==> src/rtl/traffic_phase_controller.sv <==
`default_nettype none
// ============================================================================
// Module   : traffic_phase_controller
// Purpose  : N-channel traffic-light phase controller. Round-robin green
//            sequencing that skips approaches with no latched demand, rests
//            in green when nobody else is waiting, and drops into a flashing
//            yellow mode while 'flash' is held. All phase durations are
//            counted in ticks of a free-running prescaler.
// Optional : define TLC_PED_EN to add pedestrian buttons and walk lamps.
// Ports    : clk      - system clock, rising edge
//            reset    - synchronous, active-low reset
//            req      - per-channel vehicle demand (level)
//            flash    - flashing-yellow fault mode request (level)
//            ped_btn  - per-channel pedestrian button (TLC_PED_EN only)
//            walk     - per-channel walk lamp (TLC_PED_EN only)
//            lights   - channel i at [3i+2:3i] = {Red, Yellow, Green}
//            cur_ch   - channel currently owning green/yellow
// Revision : 1.0 - initial release
// ============================================================================
module traffic_phase_controller #(
    parameter int N_CH        = 2,
    parameter int CH_W        = (N_CH > 1) ? $clog2(N_CH) : 1,
    parameter int TICK_CYCLES = 50_000_000,
    parameter int GREEN_T     = 10,
    parameter int YELLOW_T    = 3,
    parameter int ALLRED_T    = 1,
    parameter int WALK_T      = 5
) (
    input  logic                clk,
    input  logic                reset,
    input  logic [N_CH-1:0]     req,
    input  logic                flash,
`ifdef TLC_PED_EN
    input  logic [N_CH-1:0]     ped_btn,
    output logic [N_CH-1:0]     walk,
`endif
    output logic [3*N_CH-1:0]   lights,
    output logic [CH_W-1:0]     cur_ch
);

    // Prescaler width; a one-cycle tick still needs a 1-bit counter.
    localparam int c_PW   = (TICK_CYCLES > 1) ? $clog2(TICK_CYCLES) : 1;
    // Timer only has to reach the longest duration minus one (green saturates).
    localparam int c_MAX1 = (GREEN_T > YELLOW_T) ? GREEN_T : YELLOW_T;
    localparam int c_MAX2 = (ALLRED_T > WALK_T) ? ALLRED_T : WALK_T;
    localparam int c_MAXD = (c_MAX1 > c_MAX2) ? c_MAX1 : c_MAX2;
    localparam int c_TW   = $clog2(c_MAXD + 1);

    localparam logic [1:0] c_ST_ALLRED = 2'd0;
    localparam logic [1:0] c_ST_GREEN  = 2'd1;
    localparam logic [1:0] c_ST_YELLOW = 2'd2;
    localparam logic [1:0] c_ST_FLASH  = 2'd3;

    localparam logic [2:0] c_RED = 3'b100;
    localparam logic [2:0] c_YEL = 3'b010;
    localparam logic [2:0] c_GRN = 3'b001;
    localparam logic [2:0] c_OFF = 3'b000;

    logic [1:0]        r_state, w_state_nx;
    logic [CH_W-1:0]   r_cur, w_cur_nx;
    logic [c_PW-1:0]   r_presc, w_presc_nx;
    logic [c_TW-1:0]   r_timer, w_timer_nx;
    logic              r_flash_on, w_flash_on_nx;
    logic [N_CH-1:0]   r_dem, w_dem_nx, w_dem_set;

    logic              w_tick;
    logic [N_CH-1:0]   w_cur_mask, w_sel_mask, w_green_mask;
    logic [CH_W-1:0]   w_sel, w_cur_inc;
    int                w_best;
    logic              w_other_dem;
    logic              w_enter_green;
    logic [3*N_CH-1:0] w_lights;

`ifdef TLC_PED_EN
    logic [N_CH-1:0]   r_pw, w_pw_nx, w_pw_set;
    logic              r_walk_act, w_walk_act_nx;
`endif

    assign w_tick    = (r_presc == c_PW'(TICK_CYCLES - 1));
    assign w_cur_inc = (r_cur == CH_W'(N_CH - 1)) ? '0 : r_cur + 1'b1;

    // ------------------------------------------------------------------
    // Next-channel selection: nearest channel with demand going round
    // from cur+1; the current channel itself is considered last.
    // ------------------------------------------------------------------
    always_comb begin
        w_sel  = w_cur_inc;
        w_best = N_CH;
        for (int i = 0; i < N_CH; i++) begin
            if (r_dem[i] && (((i - int'(r_cur) + N_CH - 1) % N_CH) < w_best)) begin
                w_best = (i - int'(r_cur) + N_CH - 1) % N_CH;
                w_sel  = CH_W'(i);
            end
        end
    end

    always_comb begin
        w_cur_mask = '0;
        w_sel_mask = '0;
        for (int i = 0; i < N_CH; i++) begin
            w_cur_mask[i] = (r_cur == CH_W'(i));
            w_sel_mask[i] = (w_sel == CH_W'(i));
        end
    end

    assign w_green_mask = (r_state == c_ST_GREEN) ? w_cur_mask : '0;
    assign w_other_dem  = |(r_dem & ~w_cur_mask);

    // ------------------------------------------------------------------
    // Next-state logic
    // ------------------------------------------------------------------
    always_comb begin
        w_state_nx    = r_state;
        w_cur_nx      = r_cur;
        w_presc_nx    = w_tick ? '0 : r_presc + 1'b1;
        w_timer_nx    = r_timer;
        w_flash_on_nx = r_flash_on;

        if (flash) begin
            if (r_state != c_ST_FLASH) begin
                w_state_nx    = c_ST_FLASH;
                w_presc_nx    = '0;
                w_timer_nx    = '0;
                w_flash_on_nx = 1'b1;
            end else if (w_tick) begin
                w_flash_on_nx = ~r_flash_on;
            end
        end else if (r_state == c_ST_FLASH) begin
            w_state_nx = c_ST_ALLRED;
            w_presc_nx = '0;
            w_timer_nx = '0;
        end else begin
            case (r_state)
                c_ST_ALLRED: begin
                    if (w_tick) begin
                        if (r_timer == c_TW'(ALLRED_T - 1)) begin
                            w_state_nx = c_ST_GREEN;
                            w_cur_nx   = w_sel;
                            w_timer_nx = '0;
                        end else begin
                            w_timer_nx = r_timer + 1'b1;
                        end
                    end
                end
                c_ST_GREEN: begin
                    // Timer saturates at GREEN_T-1 while resting in green.
                    if (w_tick) begin
                        if (r_timer >= c_TW'(GREEN_T - 1)) begin
                            if (w_other_dem) begin
                                w_state_nx = c_ST_YELLOW;
                                w_timer_nx = '0;
                            end
                        end else begin
                            w_timer_nx = r_timer + 1'b1;
                        end
                    end
                end
                c_ST_YELLOW: begin
                    if (w_tick) begin
                        if (r_timer == c_TW'(YELLOW_T - 1)) begin
                            w_state_nx = c_ST_ALLRED;
                            w_timer_nx = '0;
                        end else begin
                            w_timer_nx = r_timer + 1'b1;
                        end
                    end
                end
                default: begin
                    w_state_nx = c_ST_ALLRED;
                    w_timer_nx = '0;
                end
            endcase
        end
    end

    assign w_enter_green = (w_state_nx == c_ST_GREEN) && (r_state != c_ST_GREEN);

    // Demand latches: set while the channel is not green, cleared on entry.
`ifdef TLC_PED_EN
    assign w_dem_set = r_dem | ((req | ped_btn) & ~w_green_mask);
    assign w_pw_set  = r_pw | (ped_btn & ~w_green_mask);
    assign w_pw_nx   = w_enter_green ? (w_pw_set & ~w_sel_mask) : w_pw_set;

    always_comb begin
        w_walk_act_nx = r_walk_act;
        if (w_enter_green) begin
            w_walk_act_nx = |(w_pw_set & w_sel_mask);
        end else if ((r_state != c_ST_GREEN) || (w_state_nx != c_ST_GREEN)) begin
            w_walk_act_nx = 1'b0;
        end else if (w_tick && (r_timer == c_TW'(WALK_T - 1))) begin
            w_walk_act_nx = 1'b0;
        end
    end
`else
    assign w_dem_set = r_dem | (req & ~w_green_mask);
`endif
    assign w_dem_nx = w_enter_green ? (w_dem_set & ~w_sel_mask) : w_dem_set;

    // ------------------------------------------------------------------
    // Lamp decode from the registered state; registered again below.
    // ------------------------------------------------------------------
    for (genvar gi = 0; gi < N_CH; gi++) begin : g_lamp
        assign w_lights[3*gi +: 3] =
            (r_state == c_ST_FLASH)                  ? (r_flash_on ? c_YEL : c_OFF) :
            ((r_state == c_ST_GREEN)  && w_cur_mask[gi]) ? c_GRN :
            ((r_state == c_ST_YELLOW) && w_cur_mask[gi]) ? c_YEL : c_RED;
    end

    // ------------------------------------------------------------------
    // State and output registers
    // ------------------------------------------------------------------
    always_ff @(posedge clk) begin
        if (!reset) begin
            r_state    <= c_ST_ALLRED;
            r_cur      <= CH_W'(N_CH - 1);
            r_presc    <= '0;
            r_timer    <= '0;
            r_flash_on <= 1'b0;
            r_dem      <= '0;
            lights     <= {N_CH{c_RED}};
            cur_ch     <= CH_W'(N_CH - 1);
`ifdef TLC_PED_EN
            r_pw       <= '0;
            r_walk_act <= 1'b0;
            walk       <= '0;
`endif
        end else begin
            r_state    <= w_state_nx;
            r_cur      <= w_cur_nx;
            r_presc    <= w_presc_nx;
            r_timer    <= w_timer_nx;
            r_flash_on <= w_flash_on_nx;
            r_dem      <= w_dem_nx;
            lights     <= w_lights;
            cur_ch     <= r_cur;
`ifdef TLC_PED_EN
            r_pw       <= w_pw_nx;
            r_walk_act <= w_walk_act_nx;
            walk       <= r_walk_act ? w_cur_mask : '0;
`endif
        end
    end

endmodule
`default_nettype wire

==> config.mk <==
export PLATFORM = sky130hd
export DESIGN_NAME = traffic_phase_controller
export DESIGN_NICKNAME = d
export VERILOG_FILES = /design/src/rtl/traffic_phase_controller.sv
export SDC_FILE = /design/constraint.sdc
export NUM_CORES = 1
export LEC_CHECK = 0
export ABC_AREA = 1
export CORE_UTILIZATION = 52
export CTS_CLUSTER_SIZE = 14
export DETAILED_ROUTE_END_ITERATION = 10
export PLACE_DENSITY_LB_ADDON = 0.15
export SYNTH_ARGS = -nofsm -noshare
export SYNTH_HDL_FRONTEND = slang
export SYNTH_SLANG_ARGS = --single-unit
==> constraint.sdc <==
create_clock -name clk -period 2.3 [get_ports clk]
set_clock_uncertainty 0.2 [all_clocks]
set_input_delay 0.46 -clock clk [delete_from_list [all_inputs] [get_ports clk]]
set_output_delay 0.46 -clock clk [all_outputs]
set_load 0.01 [all_outputs]
==> results of run 1 <==
## worst max-delay path: cells and delay by family
kind / cells / cell delay, ns
and+or+nand+nor: 5 / 0.72
buffers and inverters: 3 / 0.74
## synthesized netlist by cell type, drive strengths merged (2+ instances only)
master  instances  share of area [%]
nand3          23                5.4
o21ai          13                2.8
nand2          70                 13
xnor2           4                1.5
nor4            2               0.54
nand4          11                3.2
a21oi          17                3.7
nor3           13                3.2
ha              6                3.2
dfxtp          43                 37
inv            40                6.7
nor2           68                 14
buf             3                1.0
xor2            8                3.0
## sequential cells by signal, indices dropped and copies added (netlist names)
signal / flops
r_presc: 26
r_state: 2
r_timer: 4
r_cur: 1
lights: 6
cur_ch: 1
r_flash_on: 1
r_dem: 2
## power by group through the flow
stage          registers, mW  clock network (mW)  logic, mW
2_1_floorplan          0.790                   0     0.0895
3_3_place_gp           0.789                   0      0.128
3_5_place_dp           0.790                   0      0.130
4_1_cts                0.772               0.576      0.131
5_1_grt                0.775               0.604      0.149
6_report               0.772               0.560      0.130
## how the worst max path moves through the flow
stage | endpoint | cells past startpoint | start
6_report | r_presc[17] | 8 | flash
5_1_grt | r_timer[0] | 12 | r_timer[1]
4_1_cts | r_timer[3] | 10 | r_presc[0]
3_5_place_dp | r_presc[17] | 8 | flash
3_3_place_gp | r_presc[17] | 8 | flash
2_1_floorplan | r_presc[12] | 9 | r_presc[0]
## area by class of cell
cell class / count / share of cell area, %
Multi-Input combinational cell: 241 / 49.0
Sequential cell: 43 / 33.2
Inverter: 41 / 6.12
Timing Repair Buffer: 15 / 5.40
Clock buffer: 6 / 2.80
Tap cell: 50 / 2.41
Clock inverter: 1 / 1.16
## cell families after synthesis
group | synth area share (%)
DFF | 37.2
xor gates and xnor gates | 4.54
AOI/OAI and AO/OA | 7.73
buffers and inverters | 7.89
and+or+nand+nor | 39.4
adders and majority gates | 3.24
## metal layers
layer  share of wire (%)  routed length (um)  up-vias
met5                   0                   0        -
met4                 2.8                 130        0
met3                 4.9                 229       12
met2                  48                2220       48
met1                  44                2070      887
li1                    -                   -     1098
==> flow_summary.toml, run 1 <==
[synthesis]
syn_nets = 339
ys_warn_count = 0
async_flop_share_pct = 0
synth.distinct_cells = 34
syn_area_um2 = 2310
avgSynthCellArea_um2 = 7.06
synth_seq_cells = 43
syn_inst = 328
synth_ff_type = "dfxtp_1"
seq_area_frac_synth_pct = 37.2
synth_edf_count = 0

[timing]
grt_setup_unrepaired = "false"
fmax_mhz = 522
setup_viol = 0
tightest_slew_ns = 0.391
worst_slack_ns = 0.383
tns_ns = 0
holdWs_ns = 0.269
finalHoldViolations = 0
post-route-min-period_ns = 1.92
fin_crit_sh_pct = 83.3
relSlewSlack_pct = 73.7
report.final.slew_viol_count = 0

[setup_path]
r2r_start = "r_presc[0]"
rrSetupSlack_ns = 0.39
slowest_stage = "clkdlybuf4s50_1"
worstSetupPathType = "in -> reg"
r2r_end = "r_presc[24]"
cp_slowest_stage_delay_ns = 0.58
path_cells = "clkdlybuf4s50_1, inv_2, nor2_2, or2_4, nand2_4, nor2_8, inv_6, nor3_1"
crit_path_end_kind = "flop"
worst_setup_path_start_kind = "input pin"
critPathArrivalTime_ns = 1.94
cp.required_ns = 2.32
worstRegToRegCells = 8
path_max_fanout = 18

[cells_and_area]
fin_nets = 358
fin_util_pct = 62.7
syn2layout_area_growth_pct = 12.2
n_antenna_cell = 0
nFillCells = 391
layout_common_cells = "nand2_1, nor2_1, dfxtp_1"
final_layout_size_suffix_gt1_share_pct = 11.8
seqCellArea_um2 = 861
multi_input_area_um2 = 1270
final_cells = 397
mostFrequentLayoutCell = "nand2_1"
design_area_um2 = 2600

[power]
power_density_nw_per_um2 = 563
power.share.switching_pct = 22.7
pwr-share-comb_pct = 8.9
p_int_mw = 1.13
p_total_mw = 1.46
p_leak_nw = 1.05
power_switching_mw = 0.331
p_seq_share_pct = 52.8
ir_drop_mv = 0.486
clock_power_share_pct = 38.3

[detailed_routing]
ant_nets = 0
wl_mm = 4.65
via_per_inst = 5.15
drc = 0
firstDrtPassIters = 4
first_iter_violations = 144
vias = 2045
wl_per_cell_um = 11.7

[cts]
clk-insertion-delay-late_ns = 0.29
htreeDepth = 2
postCtsSetupBuffers = 0
cts_tree = "built"
clock-sinks = 43
root_buffer = "clkbuf_8"
cts_resized = 0
cts_buffers = 5
hold_buffers = 0
clk_pin_slew_worst_paths_ns = 0.07
cts_max_path_buffers = 2

[global_route]
grtUsageMet1_pct = 26.1
grt.met3_usage_pct = 4.11
grt_first_pass_wirelength_mm = 7.60
grt-busiest-layer = "met2"
grt_util_all_layers_pct = 22.1
grt_start_max_net_pins = 19
grt_pass1_vias = 1789
grt_overflow_total = 0
antenna_found_initial = 0
grt_use_met2_pct = 38.0

[floorplan]
start_util_pct = 55.9
rows = 23
die_y_um = 68.7
fp.dieW_um = 68.7
fp.coreArea_um2 = 4140
io_pins = 12
dieArea_um2 = 4720

[place]
port_buffers = 11
place_area_um2 = 2490
hpwl_mm = 3.60
place_inst = 390
routabilityCongestion = 0.901
pre_cts_ws_ns = 0.102

[min_path]
min_delay_path_depth = 1
whs_endpoint = "r_presc[0]"
hold_start = "r_presc[0]"
hp-class = "reg -> reg"

[status]
status = "complete, no violations"

[run]
cap_violations = 0
Note: power is estimated with default switching activity, not from simulation.
==> run 2, diff against run 1 <==
==> constraint.sdc (replaced) <==
create_clock -name clk -period 1.85 [get_ports clk]
set_clock_uncertainty 0.2 [all_clocks]
set_input_delay 0.37 -clock clk [delete_from_list [all_inputs] [get_ports clk]]
set_output_delay 0.37 -clock clk [all_outputs]
set_load 0.01 [all_outputs]
==> run 2 against run 1 <==
Cell area up 8.9%. Combinational power up 42%. Sequential power rose by 24%. Clock power is 3.6% higher. Worst hold slack worse by 0.0090 ns. Routed wire length rose by 13%. Total power is 18% higher.
==> flow_summary.toml, run 2 (synthesis results as in run 1) <==
[cells_and_area]
layout_common_cells = "nand2_1, nor2_1, dfxtp_1"
final_layout_size_suffix_gt1_share_pct = 21.7
mostFrequentLayoutCell = "nand2_1"
fin_nets = 384
n_antenna_cell = 0
syn2layout_area_growth_pct = 22.1
largest_reg_flops = 26
final_cells = 424
nFillCells = 375
largest_register = "r_presc"
reg_top3 = "r_presc: 26 flops, lights: 6 flops, r_timer: 4 flops"
design_area_um2 = 2830

[global_route]
grtUsageMet1_pct = 26.0
grt_util_all_layers_pct = 24.8
antenna_found_initial = 0
grt_start_max_net_pins = 19
grt_first_pass_wirelength_mm = 8.58
grt.met3_usage_pct = 6.09
grt_overflow_total = 0
grt_use_met2_pct = 46.9
grt-busiest-layer = "met2"
grt_pass1_vias = 2091

[detailed_routing]
via_per_inst = 5.24
ant_nets = 0
wl_mm = 5.24
first_iter_violations = 114
drc = 0
vias = 2221
wl_per_cell_um = 12.4
firstDrtPassIters = 4

[power]
p_leak_nw = 1.19
power_density_nw_per_um2 = 611
ir_drop_mv = 0.486

[cts]
cts_tree = "built"
cts_buffers = 5
hold_buffers = 0
clk-insertion-delay-late_ns = 0.30
root_buffer = "clkbuf_8"
htreeDepth = 2
cts_max_path_buffers = 2
clk_pin_slew_worst_paths_ns = 0.08
clock-sinks = 43

[setup_path]
path_max_fanout = 3
worst_setup_path_start_kind = "flop"
worstSetupPathType = "reg -> reg"
crit_path_end_kind = "flop"
cp.required_ns = 1.84
critPathArrivalTime_ns = 1.77

[floorplan]
io_pins = 12
rows = 23
fp.dieW_um = 68.7
dieArea_um2 = 4720
fp.coreArea_um2 = 4140
start_util_pct = 55.9
die_y_um = 68.7

[place]
routabilityCongestion = 0.900
port_buffers = 11
hpwl_mm = 4.01
place_inst = 414
place_area_um2 = 2670

[timing]
relSlewSlack_pct = 72.1
fin_crit_sh_pct = 96.2
setup_viol = 0
post-route-min-period_ns = 1.78
report.final.slew_viol_count = 0
fmax_mhz = 562
tightest_slew_ns = 0.416
finalHoldViolations = 0

[status]
status = "complete, no violations"

[run]
cap_violations = 0

[min_path]
hp-class = "reg -> reg"
==> run 2: changes by cell type in the layout (fill, tap and decap cells not counted), sizes merged <==
cell and delta:
clkbuf -1, bufinv -1, dlymetal6s2s +1, clkdlybuf4s50 -1, clkinv +3, buf +26
==> run 2: power by group <==
part           switching [mW]  total (mW)  internal, mW
sequential             0.0156       0.961         0.945
combinational           0.104       0.185        0.0810
clock                   0.322       0.580         0.258
==> run 2: layer usage <==
metal  routed length (um)  share of wire, %
met5                    0                 0
met3                  177               3.4
met4                  118               2.3
met1                 2270                43
met2                 2680                51
==> run 2: worst paths after layout <==
path | slack [ns] | startpoint | end | depth (start not counted)
max | 0.07 | r_presc[3] | r_presc[21] | 7
min | 0.26 | r_flash_on | r_flash_on | 2
max reg2reg | 0.07 | r_presc[3] | r_presc[21] | 7
min reg2reg | 0.26 | r_flash_on | r_flash_on | 2
==> run 2: final cells by class <==
cell class / count / area [um^2] / share of cell area (%)
tap: 50 / 62.6 / 2.21
timing repair buffer: 41 / 338 / 12.0
clock buffer: 5 / 68.8 / 2.43
clock inverter: 3 / 15.0 / 0.531
inverter: 41 / 159 / 5.62
multi-input combinational: 241 / 1320 / 46.6
sequential: 43 / 867 / 30.7
==> run 2: repair_timing <==
item,4_1_cts,5_1_grt
gates resized for setup,0,17
buffers inserted,0,2
setup endpoints to repair,0,28
==> run 2: critical path, stage by stage (launching register included) <==
cell and delay (ns):
dfxtp_1 0.37, inv_1 0.09, nor3_1 0.28, nand3_1 0.18, nor2_1 0.25, nand4_1 0.15, nand2_1 0.11, nor2_1 0.04
==> run 2: through the flow <==
step                      worst slack [ns]  hold slack [ns]  setup TNS, ns  utilization [%]  total power, mW
after floorplan                      0.142            0.230              0                -             1.09
after global placement              -0.155            0.248          -2.10             64.5             1.16
after detailed placement            -0.184            0.253          -2.75             64.5             1.16
after CTS                          0.00788            0.265              0             66.5             1.73
after global routing               -0.0253            0.303        -0.0491             68.2             1.81
final                               0.0701            0.260              0             68.2             1.73
==> run 3, diff against run 2 <==
--- a/config.mk
+++ b/config.mk
@@ -7,6 +7,7 @@
 export LEC_CHECK = 0
 export ABC_AREA = 1
 export CORE_UTILIZATION = 52
+export CTS_BUF_LIST = sky130_fd_sc_hd__clkbuf_8
 export CTS_CLUSTER_SIZE = 14
 export DETAILED_ROUTE_END_ITERATION = 10
 export PLACE_DENSITY_LB_ADDON = 0.15
==> results of run 3 <==
The final DEF is identical to that of run 2; final timing and power are the same.
